`src/rtl/hazard_pkg.sv`:
```
// Shared types and constants for the hazard/stall controller.
// The optional HAZARD_PERF_EN counters use sat_inc.
package hazard_pkg;

    typedef enum logic [1:0] {
        RUN      = 2'd0,
        MEM_WAIT = 2'd1,
        ERR      = 2'd2
    } state_t;

    localparam logic [4:0] REG_ZERO   = 5'd0;
    localparam int         WAIT_CNT_W = 16;
    localparam int         PERF_W     = 32;

    function automatic logic [PERF_W-1:0] sat_inc(input logic [PERF_W-1:0] v, input logic en);
        return (en && (v != {PERF_W{1'b1}})) ? v + 1'b1 : v;
    endfunction

endpackage

```
`src/rtl/hazard_detect.sv`:
```
// Combinational comparator between the ID sources and the EX/MEM destinations.
// It reports load-use hazards always, and plain RAW hazards only when forwarding is absent.
module hazard_detect
    import hazard_pkg::*;
#(
    parameter int FWD_EN = 1
) (
    input  logic [4:0] id_src1,
    input  logic [4:0] id_src2,
    input  logic       id_two_src,
    input  logic       id_valid,
    input  logic [4:0] ex_dst,
    input  logic       ex_wb_en,
    input  logic       ex_mem_read,
    input  logic [4:0] mem_dst,
    input  logic       mem_wb_en,
    output logic       load_use,
    output logic       raw
);

    logic w_use1;
    logic w_use2;
    logic w_ex_hit;
    logic w_mem_hit;

    // Register 0 is hardwired, so a match on it is never a real dependency.
    assign w_use1 = id_valid && (id_src1 != REG_ZERO);
    assign w_use2 = id_valid && id_two_src && (id_src2 != REG_ZERO);

    assign w_ex_hit  = ex_wb_en && ((w_use1 && (ex_dst == id_src1)) ||
                                    (w_use2 && (ex_dst == id_src2)));
    assign w_mem_hit = mem_wb_en && ((w_use1 && (mem_dst == id_src1)) ||
                                     (w_use2 && (mem_dst == id_src2)));

    assign load_use = ex_mem_read && w_ex_hit;
    assign raw      = (FWD_EN == 0) ? (w_ex_hit || w_mem_hit) : 1'b0;

endmodule

```
`src/rtl/hazard_stall_ctrl.sv`:
```
// Hazard and stall controller: drives hold/flush/bubble for PC, IF/ID and ID/EX.
// Optional macro HAZARD_PERF_EN adds saturating performance counters.
module hazard_stall_ctrl
    import hazard_pkg::*;
#(
    parameter int FWD_EN      = 1,
    parameter int MEM_TIMEOUT = 255
) (
    input  logic        clk,
    input  logic        rst,
    input  logic [4:0]  id_src1,
    input  logic [4:0]  id_src2,
    input  logic        id_two_src,
    input  logic        id_valid,
    input  logic [4:0]  ex_dst,
    input  logic        ex_wb_en,
    input  logic        ex_mem_read,
    input  logic [4:0]  mem_dst,
    input  logic        mem_wb_en,
    input  logic        branch_taken,
    input  logic        mem_req,
    input  logic        mem_ready,
    output logic        hold_front,
    output logic        hold_all,
    output logic        bubble_id,
    output logic        flush_if,
    output logic        mem_err,
    output logic [1:0]  dbg_state
`ifdef HAZARD_PERF_EN
    ,
    output logic [31:0] perf_stall_cyc,
    output logic [31:0] perf_flush_cnt,
    output logic [31:0] perf_memwait_cyc
`endif
);

    localparam logic [WAIT_CNT_W-1:0] TIMEOUT_LAST = WAIT_CNT_W'(MEM_TIMEOUT - 1);

    state_t                r_state;
    logic [WAIT_CNT_W-1:0] r_wait_cnt;

    logic w_load_use;
    logic w_raw;
    logic w_hazard;
    logic w_mem_stall;
    logic w_run_eval;
    logic w_hold_front;
    logic w_hold_all;
    logic w_bubble_id;
    logic w_flush_if;
    logic w_mem_err;

    hazard_detect #(
        .FWD_EN (FWD_EN)
    ) u_detect (
        .id_src1     (id_src1),
        .id_src2     (id_src2),
        .id_two_src  (id_two_src),
        .id_valid    (id_valid),
        .ex_dst      (ex_dst),
        .ex_wb_en    (ex_wb_en),
        .ex_mem_read (ex_mem_read),
        .mem_dst     (mem_dst),
        .mem_wb_en   (mem_wb_en),
        .load_use    (w_load_use),
        .raw         (w_raw)
    );

    assign w_hazard    = w_load_use || w_raw;
    // mem_req/mem_ready: an access completes in any cycle where both are high;
    // mem_req without mem_ready is a wait, and the request stays asserted until ready.
    assign w_mem_stall = mem_req && !mem_ready;
    // The cycle a wait ends is treated like a RUN cycle so held branches/hazards act at once.
    assign w_run_eval  = ((r_state == RUN) && !w_mem_stall) ||
                         ((r_state == MEM_WAIT) && mem_ready);

    always_comb begin
        w_hold_front = 1'b0;
        w_hold_all   = 1'b0;
        w_bubble_id  = 1'b0;
        w_flush_if   = 1'b0;
        w_mem_err    = 1'b0;
        if (!rst) begin
            if (r_state == ERR) begin
                w_hold_front = 1'b1;
                w_hold_all   = 1'b1;
                w_mem_err    = 1'b1;
            end else if (w_run_eval) begin
                if (branch_taken) begin
                    w_flush_if  = 1'b1;
                    w_bubble_id = 1'b1;
                end else if (w_hazard) begin
                    w_hold_front = 1'b1;
                    w_bubble_id  = 1'b1;
                end
            end else begin
                w_hold_front = 1'b1;
                w_hold_all   = 1'b1;
            end
        end
    end

    always_ff @(posedge clk or posedge rst) begin
        if (rst) begin
            r_state    <= RUN;
            r_wait_cnt <= '0;
        end else begin
            case (r_state)
                RUN: begin
                    if (w_mem_stall) begin
                        r_state    <= MEM_WAIT;
                        r_wait_cnt <= '0;
                    end
                end
                MEM_WAIT: begin
                    if (mem_ready) begin
                        r_state <= RUN;
                    end else if (r_wait_cnt == TIMEOUT_LAST) begin
                        r_state <= ERR;
                    end else begin
                        r_wait_cnt <= r_wait_cnt + 1'b1;
                    end
                end
                ERR:     r_state <= ERR;
                default: r_state <= RUN;
            endcase
        end
    end

    assign hold_front = w_hold_front;
    assign hold_all   = w_hold_all;
    assign bubble_id  = w_bubble_id;
    assign flush_if   = w_flush_if;
    assign mem_err    = w_mem_err;
    assign dbg_state  = r_state;

`ifdef HAZARD_PERF_EN
    logic [PERF_W-1:0] r_perf_stall;
    logic [PERF_W-1:0] r_perf_flush;
    logic [PERF_W-1:0] r_perf_memwait;

    always_ff @(posedge clk or posedge rst) begin
        if (rst) begin
            r_perf_stall   <= '0;
            r_perf_flush   <= '0;
            r_perf_memwait <= '0;
        end else begin
            r_perf_stall   <= sat_inc(r_perf_stall, w_hold_front);
            r_perf_flush   <= sat_inc(r_perf_flush, w_flush_if);
            r_perf_memwait <= sat_inc(r_perf_memwait, r_state != RUN);
        end
    end

    assign perf_stall_cyc   = r_perf_stall;
    assign perf_flush_cnt   = r_perf_flush;
    assign perf_memwait_cyc = r_perf_memwait;
`else
    // Without the counters the controller is unchanged.
`endif

endmodule

```
`config.mk`:
```
export PLATFORM = sky130hd
export DESIGN_NAME = hazard_stall_ctrl
export DESIGN_NICKNAME = d
export VERILOG_FILES = /design/src/rtl/hazard_pkg.sv /design/src/rtl/hazard_detect.sv /design/src/rtl/hazard_stall_ctrl.sv
export SDC_FILE = /design/constraint.sdc
export NUM_CORES = 1
export LEC_CHECK = 0
export ABC_AREA = 1
export ABC_CLOCK_PERIOD_IN_PS = 2100
export CAP_MARGIN = 10
export CORE_MARGIN = 10
export CORE_UTILIZATION = 35
export CTS_CLUSTER_DIAMETER = 80
export DETAILED_ROUTE_END_ITERATION = 12
export PLACE_DENSITY = 0.72
export SYNTH_ARGS = -nofsm -noshare
export SYNTH_HDL_FRONTEND = slang
export SYNTH_SLANG_ARGS = --single-unit
```
`constraint.sdc`:
```
create_clock -name clk -period 2.1 [get_ports clk]
set_input_delay 0.42 -clock clk [delete_from_list [all_inputs] [get_ports clk]]
set_output_delay 0.42 -clock clk [all_outputs]
set_load 0.02 [all_outputs]
```
==> impl_metrics.py, run 1 <==
metrics = {
    "synthesis": {
        "syn_area_um2": 1500,
        "ys_seq_elements": 18,
        "avgSynthCellArea_um2": 6.29,
        "synth-seq-area-share_pct": 30.1,
        "yosys_warnings": 0,
        "synthDistinctLibCells": 24,
        "syn_inst": 238,
        "synth_fp_nets": 270,
    },
    "floorplanning": {
        "rows": 23,
        "die_area_um2": 7300,
        "core_area_um2": 4060,
        "fp.dieW_um": 85.4,
        "start_util_pct": 36.9,
        "die_h_um": 85.4,
        "ioPinCount": 37,
    },
    "grt": {
        "grt_pass1_vias": 1470,
        "grt.total_usage_pct": 10.0,
        "grt_antenna_before_repair": 0,
        "overflow": 0,
        "grt_max_degree": 24,
        "grt_pass1_wl_um": 6270,
    },
    "pwr": {
        "pwr-share-comb_pct": 13.8,
        "p_leak_nw": 1.07,
        "switchingPower_mw": 0.165,
        "finalPower_mw": 0.732,
        "ir_drop_uv": 449,
        "seqPwrFrac_pct": 47.3,
        "clkPwrFrac_pct": 38.9,
        "p_per_area_nw_per_um2": 372,
        "swShare_pct": 22.6,
        "internal-power_mw": 0.567,
    },
    "finish": {
        "fin_util_pct": 48.6,
        "final_area_um2": 1970,
        "stdcell_count": 326,
        "drive_above_1_share_pct": 14.5,
        "areaGrowthSynthToFinish_pct": 31.6,
        "nets": 309,
        "antennaDiodeCount": 0,
    },
    "routing": {
        "routed_wl_um": 3670,
        "routedWlPerCell_um": 11.3,
        "detail-route-antenna-nets": 0,
        "drc_errors": 0,
        "first_pass_iters": 4,
        "first_iter_violations": 68,
        "vias_per_cell": 4.70,
        "vias": 1531,
    },
    "timing": {
        "layout_setup_ws_ps": 141,
        "slew_headroom_pct": 80.1,
        "max_slew.worst_pin.slew_ps": 298,
        "maxSlewViolCount": 0,
        "finClkSkew_ps": 5.28,
        "fin_crit_sh_pct": 93.3,
        "rsz0062_at_grt": "false",
        "max_freq_mhz": 510,
        "finalSetupViolCount": 0,
        "layout_min_cycle_time_ps": 1960,
        "hold_violations": 0,
    },
    "placement": {
        "hpwlAfterDp_um": 2910,
        "dp_slack_ps": -449,
        "finalWeightedCongestion": 0.829,
        "placed_area_um2": 1870,
        "port_buffers": 30,
        "place_inst": 322,
    },
    "worst_setup_path": {
        "path_class": "input port to primary output",
        "cp_slowest_cell": "clkdlybuf4s50_1",
        "start_kind": "input port",
        "cp.required_ps": 1680,
        "crit_chain": "clkdlybuf4s50_1 -> xor2_1 -> nor2_1 -> nand3_1 -> nand2_1 -> nand3_1 -> nand2_1 -> buf_4",
        "crit_fanout": 2,
        "endpoint_kind": "primary output",
        "cp.arrival_ps": 1540,
        "cp_slowest_stage_delay_ps": 440,
    },
    "cts": {
        "insertion_delay_ps": 250,
        "cts_root_buf": "clkbuf_8",
        "cts_made_buffers": 3,
        "cts_tree": "built",
        "clk_pin_slew_ps": 70,
        "cts_sinks": 18,
        "htree_levels": 1,
        "clk_path_buf_depth": 2,
    },
    "hold_path": {
        "min_path_type": "input port to flip-flop",
    },
    "run_status": {
        "status": "complete, no violations",
    },
    "job": {
        "maxCapViolCount": 0,
    },
}
layout by cell type, fill, tap and decap left out, types with 4 or more instances in the layout:
| cell | count |
|---|---|
| nand2_2 | 4 |
| xor2_1 | 9 |
| inv_2 | 7 |
| dlymetal6s2s_1 | 14 |
| dfrtp_1 | 18 |
| nand2_1 | 84 |
| buf_4 | 8 |
| clkbuf_8 | 4 |
| nand4_1 | 6 |
| nor2_1 | 36 |
| inv_1 | 26 |
| o21ai_2 | 6 |
| clkdlybuf4s50_1 | 11 |
| o21ai_0 | 4 |
| nand3_1 | 19 |
worst max-delay path, delay by kind of cell:
kind                      cells  cell delay [ps]
xor gates and xnor gates      1              170
buffers and inverters         2              570
and+or+nand+nor               5              380
sequential cells by signal, summed over array words and instances, names as in the netlist:
register and cells:
r_wait_cnt 16, dbg_state 2
per-layer routing:
layer / global-route usage, % / share of wire (%) / vias up
met5: 0 / 0 / -
met4: 2.69 / 1.0 / 0
met3: 2.20 / 4.2 / 2
met2: 18.3 / 50 / 29
met1: 11.3 / 44 / 687
li1: - / - / 813
kinds of logic after synthesis:
family,share of synthesized area [%]
fa+ha+maj,1.67
flops,30.1
buf+inv,10.9
compound gates,7.27
xor+xnor,5.85
simple gates,44.3
metrics by stage:
stage,hold WS (ps),setup TNS [ps]
4_1_cts,552,0
2_1_floorplan,359,0
3_3_place_gp,517,-1570
6_report,537,0
3_5_place_dp,532,-1660
5_1_grt,581,0
power by group through the flow:
stage                     logic (mW)  registers, mW  clock network (mW)
after floorplan               0.0380          0.353                   0
after global placement         0.104          0.353                   0
after detailed placement       0.105          0.353                   0
after CTS                      0.104          0.346               0.295
after global routing           0.113          0.346               0.309
final                          0.101          0.346               0.285
worst paths after layout:
path	to	slack [ps]	depth (start not counted)	from
hold / removal	dbg_state[1]$_DFFE_PP0P_	540	4	mem_ready
hold reg to reg	r_wait_cnt[13]$_DFFE_PP0P_	550	2	r_wait_cnt[13]$_DFFE_PP0P_
min in group asynchronous	r_wait_cnt[4]$_DFFE_PP0P_	730	4	rst
max in group asynchronous	r_wait_cnt[5]$_DFFE_PP0P_	1170	4	rst
setup reg to reg	r_wait_cnt[4]$_DFFE_PP0P_	430	9	r_wait_cnt[0]$_DFFE_PP0P_
setup / recovery	hold_front	140	8	id_src1[3]
synth_stat cells, drive strengths merged:
master	n	area, µm²
and2	1	6.26
xnor2	1	8.76
ha	2	25.0
buf	3	38.8
nor2	40	168
xor2	9	78.8
o21ai	13	91.3
dfrtp	18	450
inv	33	124
nand2	89	347
nand4	6	37.5
o21bai	1	7.51
nand3	20	105
a21oi	2	10.0
cell type report:
type / count / area [µm²]
clock buffer: 4 / 55.1
inverter: 33 / 124
tap: 50 / 62.6
multi-input combinational: 184 / 903
timing repair buffer: 37 / 375
sequential: 18 / 450
fill: 415 / 2090
timing repair:
item,in CTS,in global routing
setup buffers,0,0
gates resized for setup,17,25
endpoints found under the setup margin,5,4
hold buffers,0,0
pin swaps,0,7
No activity file was read; power rests on OpenSTA's default activity.
==> inputs of run 2 (changes only) <==
--- a/config.mk
+++ b/config.mk
@@ -6,13 +6,14 @@
 export NUM_CORES = 1
 export LEC_CHECK = 0
 export ABC_AREA = 1
-export ABC_CLOCK_PERIOD_IN_PS = 2100
+export ABC_CLOCK_PERIOD_IN_PS = 1800
 export CAP_MARGIN = 10
 export CORE_MARGIN = 10
 export CORE_UTILIZATION = 35
 export CTS_CLUSTER_DIAMETER = 80
 export DETAILED_ROUTE_END_ITERATION = 12
-export PLACE_DENSITY = 0.72
+export PLACE_DENSITY = 0.74
+export SETUP_SLACK_MARGIN = 0.15
 export SYNTH_ARGS = -nofsm -noshare
 export SYNTH_HDL_FRONTEND = slang
 export SYNTH_SLANG_ARGS = --single-unit
==> constraint.sdc (replaced) <==
create_clock -name clk -period 1.8 [get_ports clk]
set_input_delay 0.36 -clock clk [delete_from_list [all_inputs] [get_ports clk]]
set_output_delay 0.36 -clock clk [all_outputs]
set_load 0.02 [all_outputs]
==> run 2 against run 1 <==
Compared with the run above:
- the run now ends with negative setup slack left
- global-route usage grew 0.56 points
- clock-buffer cell count unchanged
- power increased by 16%
- via count up 2.4%
- non-clock buffer count rose by 9
- clock skew decreased by 4.4 ps
- clock power up 16%
- setup slack got worse by 140 ps
- combinational power rose by 12%
- utilization rose by 2.1 points
- die area did not move
- largest cell class unchanged
==> impl_metrics.py, run 2 (synthesized netlist as in run 1, its figures left out) <==
metrics = {
    "timing": {
        "tns_ps": -1.96,
        "maxSlewViolCount": 0,
        "layout_setup_ws_ps": -1.96,
        "max_freq_mhz": 555,
        "slew_headroom_pct": 80.5,
        "hold_violations": 0,
        "holdWs_ps": 364,
        "fin_crit_sh_pct": 100,
        "finClkSkew_ps": 0.922,
        "finalSetupViolCount": 1,
        "rsz0062_at_grt": "true",
        "max_slew.worst_pin.slew_ps": 292,
        "layout_min_cycle_time_ps": 1800,
    },
    "worst_setup_path": {
        "r2r_setup_slack_ps": 270,
        "worst_path_dominant_cell_family": "flip-flops",
        "crit_path_frequent_cell": "nor2_4",
        "path_class": "flip-flop to primary output",
        "endpoint": "bubble_id",
        "cp.required_ps": 1440,
        "crit_fanout": 3,
        "cp.depth": 8,
        "crit_chain": "nor2_4 -> inv_6 -> o21ai_4 -> inv_2 -> nor2_4 -> nand3_2 -> nand2_2 -> buf_6",
        "cp.arrival_ps": 1440,
        "crit_buf_inv": 3,
        "r2r-start": "dbg_state[1]$_DFFE_PP0P_",
        "cp_slowest_stage_delay_ps": 430,
        "r2r_end": "r_wait_cnt[14]$_DFFE_PP0P_",
        "cp-startpoint": "dbg_state[1]$_DFFE_PP0P_",
        "reg2reg_depth": 8,
        "start_kind": "flip-flop",
        "cp_slowest_cell": "dfrtp_2",
        "endpoint_kind": "primary output",
    },
    "grt": {
        "grt_max_degree": 19,
        "grt_pass1_vias": 1512,
        "grt_pass1_wl_um": 6590,
        "overflow": 0,
        "grt_antenna_before_repair": 0,
        "grt.total_usage_pct": 10.6,
    },
    "finish": {
        "layout_commonest_cell": "nand2_1",
        "mostFrequentLayoutCells": "nand2_1 (81), nor2_1 (32), inv_1 (24)",
        "antennaDiodeCount": 0,
        "fillers": 409,
        "nets": 318,
        "largest_reg_flops": 16,
        "stdcell_count": 335,
        "largest_register": "r_wait_cnt",
        "drive_above_1_share_pct": 21.4,
        "areaGrowthSynthToFinish_pct": 37.3,
        "fin_util_pct": 50.7,
    },
    "cts": {
        "clk_pin_slew_ps": 60,
        "htree_levels": 1,
        "cts_made_buffers": 3,
        "cts_sinks": 18,
        "cts_tree": "built",
        "cts_root_buf": "clkbuf_8",
        "insertion_delay_ps": 260,
        "clk_path_buf_depth": 2,
    },
    "routing": {
        "first_iter_violations": 43,
        "vias": 1568,
        "vias_per_cell": 4.68,
        "routed_wl_um": 3810,
        "detail-route-antenna-nets": 0,
        "routedWlPerCell_um": 11.4,
        "first_pass_iters": 4,
        "drc_errors": 0,
    },
    "run_status": {
        "status": "finished with violations",
        "violations": "negative setup slack",
    },
    "floorplanning": {
        "die_h_um": 85.4,
        "fp.dieW_um": 85.4,
        "die_area_um2": 7300,
        "ioPinCount": 37,
        "core_area_um2": 4060,
        "start_util_pct": 36.9,
        "rows": 23,
    },
    "placement": {
        "port_buffers": 30,
        "place_inst": 328,
        "finalWeightedCongestion": 0.844,
        "hpwlAfterDp_um": 2980,
    },
    "pwr": {
        "ir_drop_uv": 418,
        "swShare_pct": 22.8,
        "clkPwrFrac_pct": 39.0,
        "switchingPower_mw": 0.193,
        "pwr-share-comb_pct": 13.4,
        "internal-power_mw": 0.655,
        "finalPower_mw": 0.848,
        "p_per_area_nw_per_um2": 412,
        "p_leak_nw": 1.04,
        "seqPwrFrac_pct": 47.7,
    },
    "job": {
        "maxCapViolCount": 0,
    },
    "hold_path": {
        "min_path_type": "input port to asynchronous set/reset pin",
    },
}
## run 2: cell types whose count changed in the layout (fill, tap and decap cells not counted), sizes merged
cell / before / now
buf: 10 / 21
clkbuf: 5 / 4
clkdlybuf4s50: 11 / 3
dlygate4sd2: 1 / 21
dlymetal6s2s: 14 / 1
## run 2: per-stage QoR
| stage | setup WS, ps | area (µm²) |
|---|---|---|
| floorplan | 137 | 1530 |
| global placement | -645 | 1970 |
| detailed placement | -670 | 1970 |
| CTS | -78.7 | 2030 |
| global route | -94.0 | 2060 |
| finish | -1.96 | 2060 |
## run 2: worst min-delay path by stage
stage	start	endpoint	slack [ps]	depth (start not counted)
2_1_floorplan	rst	r_wait_cnt[0]$_DFFE_PP0P_	300	1
3_3_place_gp	r_wait_cnt[14]$_DFFE_PP0P_	r_wait_cnt[14]$_DFFE_PP0P_	520	2
3_5_place_dp	r_wait_cnt[15]$_DFFE_PP0P_	r_wait_cnt[15]$_DFFE_PP0P_	520	2
4_1_cts	r_wait_cnt[15]$_DFFE_PP0P_	r_wait_cnt[15]$_DFFE_PP0P_	540	2
5_1_grt	rst	r_wait_cnt[10]$_DFFE_PP0P_	390	4
6_report	rst	r_wait_cnt[10]$_DFFE_PP0P_	360	4
## run 2: repair_timing
action	4_1_cts	5_1_grt
hold buffers	0	0
setup endpoints to repair	7	9
setup buffers	3	0
resized for setup	58	8
pin swaps	14	3
## run 2: cell type report
class / instances / area, µm² / share of cell area [%]
Tap cell: 50 / 62.6 / 3.04
Multi-Input combinational cell: 184 / 937 / 45.6
Sequential cell: 18 / 453 / 22.0
Inverter: 33 / 131 / 6.39
Timing Repair Buffer: 46 / 418 / 20.3
Clock buffer: 4 / 55.1 / 2.68
## run 2: metal layers
| metal | up-vias | GRT usage (%) | part of all wire [%] |
|---|---|---|---|
| met3 | 4 | 2.29 | 3.6 |
| met1 | 707 | 11.5 | 45 |
| met2 | 27 | 18.7 | 50 |
| met5 | - | 0 | 0 |
| li1 | 830 | - | - |
| met4 | 0 | 5.39 | 1.6 |
## run 2: worst min-delay path, stage by stage
cell,delay [ps]
dlymetal6s2s_1,170
buf_4,170
inv_1,50
buf_4,240
## run 2: power groups by stage
| stage | combinational, mW | clock [mW] | sequential, mW |
|---|---|---|---|
| 3_3_place_gp | 0.125 | 0 | 0.412 |
| 2_1_floorplan | 0.0456 | 0 | 0.412 |
| 6_report | 0.113 | 0.330 | 0.404 |
| 3_5_place_dp | 0.126 | 0 | 0.412 |
| 4_1_cts | 0.113 | 0.345 | 0.404 |
| 5_1_grt | 0.126 | 0.359 | 0.404 |
==> inputs of run 3 (changes only) <==
--- a/config.mk
+++ b/config.mk
@@ -6,13 +6,14 @@
 export NUM_CORES = 1
 export LEC_CHECK = 0
 export ABC_AREA = 1
-export ABC_CLOCK_PERIOD_IN_PS = 1800
+export ABC_CLOCK_PERIOD_IN_PS = 1500
 export CAP_MARGIN = 10
 export CORE_MARGIN = 10
 export CORE_UTILIZATION = 35
 export CTS_CLUSTER_DIAMETER = 80
 export DETAILED_ROUTE_END_ITERATION = 12
 export PLACE_DENSITY = 0.74
+export RECOVER_POWER = 25
 export SETUP_SLACK_MARGIN = 0.15
 export SYNTH_ARGS = -nofsm -noshare
 export SYNTH_HDL_FRONTEND = slang
==> constraint.sdc (replaced) <==
create_clock -name clk -period 1.5 [get_ports clk]
set_input_delay 0.3 -clock clk [delete_from_list [all_inputs] [get_ports clk]]
set_output_delay 0.3 -clock clk [all_outputs]
set_load 0.02 [all_outputs]
==> run 3 against run 2 <==
Compared with the run above:
- the flow still finishes with violations (negative setup slack)
- via count increased by 6.3%
- power increased by 22%
- non-clock buffer count increased by 17
- setup slack got worse by 270 ps
- routed wire length increased by 10%
- clock-buffer cell count unchanged
- clock power increased by 23%
- combinational power increased by 25%
- register-to-register slack got worse by 330 ps
- utilization increased by 5.1 points
- hold slack improved by 150 ps
- flip-flop and latch count unchanged
- critical path type unchanged
- largest cell class unchanged
==> impl_metrics.py, run 3 (synthesized netlist as in run 1, its figures left out) <==
metrics = {
    "finish": {
        "largest_reg_flops": 16,
        "largest_register": "r_wait_cnt",
        "final_area_um2": 2260,
        "fillers": 365,
        "regArea_um2": 454,
        "mostFrequentLayoutCells": "nand2_1 (76), nor2_1 (33), buf_4 (25)",
        "layout_commonest_cell": "nand2_1",
        "antennaDiodeCount": 0,
        "nets": 336,
        "drive_above_1_share_pct": 29.4,
        "multi_input_area_um2": 987,
        "areaGrowthSynthToFinish_pct": 51.1,
        "fin_util_pct": 55.8,
    },
    "placement": {
        "finalWeightedCongestion": 0.912,
        "port_buffers": 30,
        "placed_area_um2": 2030,
        "hpwlAfterDp_um": 3070,
    },
    "worst_setup_path": {
        "cp-startpoint": "dbg_state[0]$_DFFE_PP0P_",
        "start_kind": "flip-flop",
        "crit_chain": "inv_2 -> nor2_4 -> inv_6 -> o21ai_4 -> inv_2 -> nor2_4 -> nand3_2 -> nand2_2 -> buf_6",
        "cp.arrival_ps": 1470,
        "crit_fanout": 4,
        "crit_buf_inv": 4,
        "endpoint_kind": "primary output",
        "cp_slowest_stage_delay_ps": 400,
        "cp.required_ps": 1200,
        "worst_path_dominant_cell_family": "simple AND/OR/NAND/NOR gates",
        "r2r-start": "dbg_state[0]$_DFFE_PP0P_",
        "cp_slowest_cell": "dfrtp_2",
        "path_class": "flip-flop to primary output",
    },
    "timing": {
        "tns_ps": -1340,
        "rsz0062_at_grt": "true",
        "fin_crit_sh_pct": 118,
        "slew_headroom_pct": 68.4,
        "max_slew.worst_pin.slew_ps": 474,
        "holdWs_ps": 509,
        "layout_setup_ws_ps": -273,
        "finalSetupViolCount": 17,
        "hold_violations": 0,
        "finClkSkew_ps": 2.73,
        "max_freq_mhz": 564,
        "layout_min_cycle_time_ps": 1770,
        "maxSlewViolCount": 0,
    },
    "floorplanning": {
        "core_area_um2": 4060,
        "rows": 23,
        "fp.dieW_um": 85.4,
        "start_util_pct": 36.9,
        "ioPinCount": 37,
        "die_h_um": 85.4,
        "die_area_um2": 7300,
    },
    "routing": {
        "drc_errors": 0,
        "routed_wl_um": 4190,
        "vias": 1667,
        "first_iter_violations": 63,
        "first_pass_iters": 4,
        "vias_per_cell": 4.72,
        "detail-route-antenna-nets": 0,
        "routedWlPerCell_um": 11.9,
    },
    "grt": {
        "grt_pass1_vias": 1492,
        "grt_max_degree": 19,
        "grt_pass1_wl_um": 6800,
        "overflow": 0,
        "grt_antenna_before_repair": 0,
        "grt.total_usage_pct": 11.0,
    },
    "cts": {
        "clk_path_buf_depth": 2,
        "cts_root_buf": "clkbuf_8",
        "clk_pin_slew_ps": 70,
        "cts_sinks": 18,
        "htree_levels": 1,
        "insertion_delay_ps": 260,
        "cts_tree": "built",
        "cts_made_buffers": 3,
    },
    "pwr": {
        "p_leak_nw": 1.15,
        "p_per_area_nw_per_um2": 456,
        "finalPower_mw": 1.03,
        "ir_drop_uv": 386,
    },
    "run_status": {
        "status": "finished with violations",
        "violations": "negative setup slack",
    },
    "job": {
        "maxCapViolCount": 0,
    },
    "hold_path": {
        "min_path_type": "input port to asynchronous set/reset pin",
    },
}
==> run 3: changes by cell type in the layout (fill, tap and decap cells not counted), sizes merged <==
cell	change
clkdlybuf4s50	+2
dlymetal6s2s	-1
buf	+17
dlygate4sd2	-2
clkbuf	+1
inv	+1
==> run 3: what timing repair did <==
item | in CTS | in global routing
gates cloned | 0 | 1
setup buffers | 3 | 7
pin swaps | 10 | 11
resized for setup | 69 | 23
hold buffers | 0 | 0
setup endpoints to repair | 25 | 23
==> run 3: per-layer routing <==
metal	part of all wire [%]	track usage [%]	routed length (µm)
met5	0	0	0
met3	3.1	1.72	131
met4	1.3	3.59	56
met1	44	12.5	1840
met2	52	20.1	2160
==> run 3: worst register-to-register path: cells and delay by family, from the launching register on <==
| family | cells | cell delay, ps |
|---|---|---|
| buffers and inverters | 5 | 540 |
| and+or+nand+nor | 5 | 440 |
| DFF | 1 | 400 |
| AOI/OAI and AO/OA | 1 | 70 |
==> run 3: cell type report <==
| cell class | count | area share (%) |
|---|---|---|
| flip-flops and latches | 18 | 20.1 |
| inverters | 33 | 6.03 |
| well taps | 50 | 2.76 |
| clock buffers | 4 | 2.43 |
| repair inverters | 1 | 0.276 |
| repair buffers | 63 | 24.8 |
| multi-input cells | 184 | 43.6 |
==> run 3: path summary, 6_finish.rpt <==
| check | cells after the start | to | slack (ps) |
|---|---|---|---|
| setup / recovery | 9 | bubble_id | -270 |
| hold / removal | 4 | r_wait_cnt[14]$_DFFE_PP0P_ | 510 |
| setup reg to reg | 11 | r_wait_cnt[14]$_DFFE_PP0P_ | -60 |
| hold reg to reg | 2 | r_wait_cnt[15]$_DFFE_PP0P_ | 530 |
| max in group asynchronous | 4 | dbg_state[0]$_DFFE_PP0P_ | 640 |
| min in group clk | 2 | r_wait_cnt[15]$_DFFE_PP0P_ | 530 |
==> run 3: per-stage QoR <==
step | cells | setup slack, ps
after floorplan | 238 | -103
after global placement | 338 | -824
after detailed placement | 338 | -852
after CTS | 345 | -272
after global routing | 353 | -358
final | 353 | -273
==> run 3: power breakdown <==
part | switching (mW) | internal (mW) | leakage, nW
combinational | 0.0714 | 0.0693 | 0.891
sequential | 0 | 0.485 | 0.232
clock | 0.174 | 0.234 | 0.0288
total | 0.245 | 0.788 | 1.15
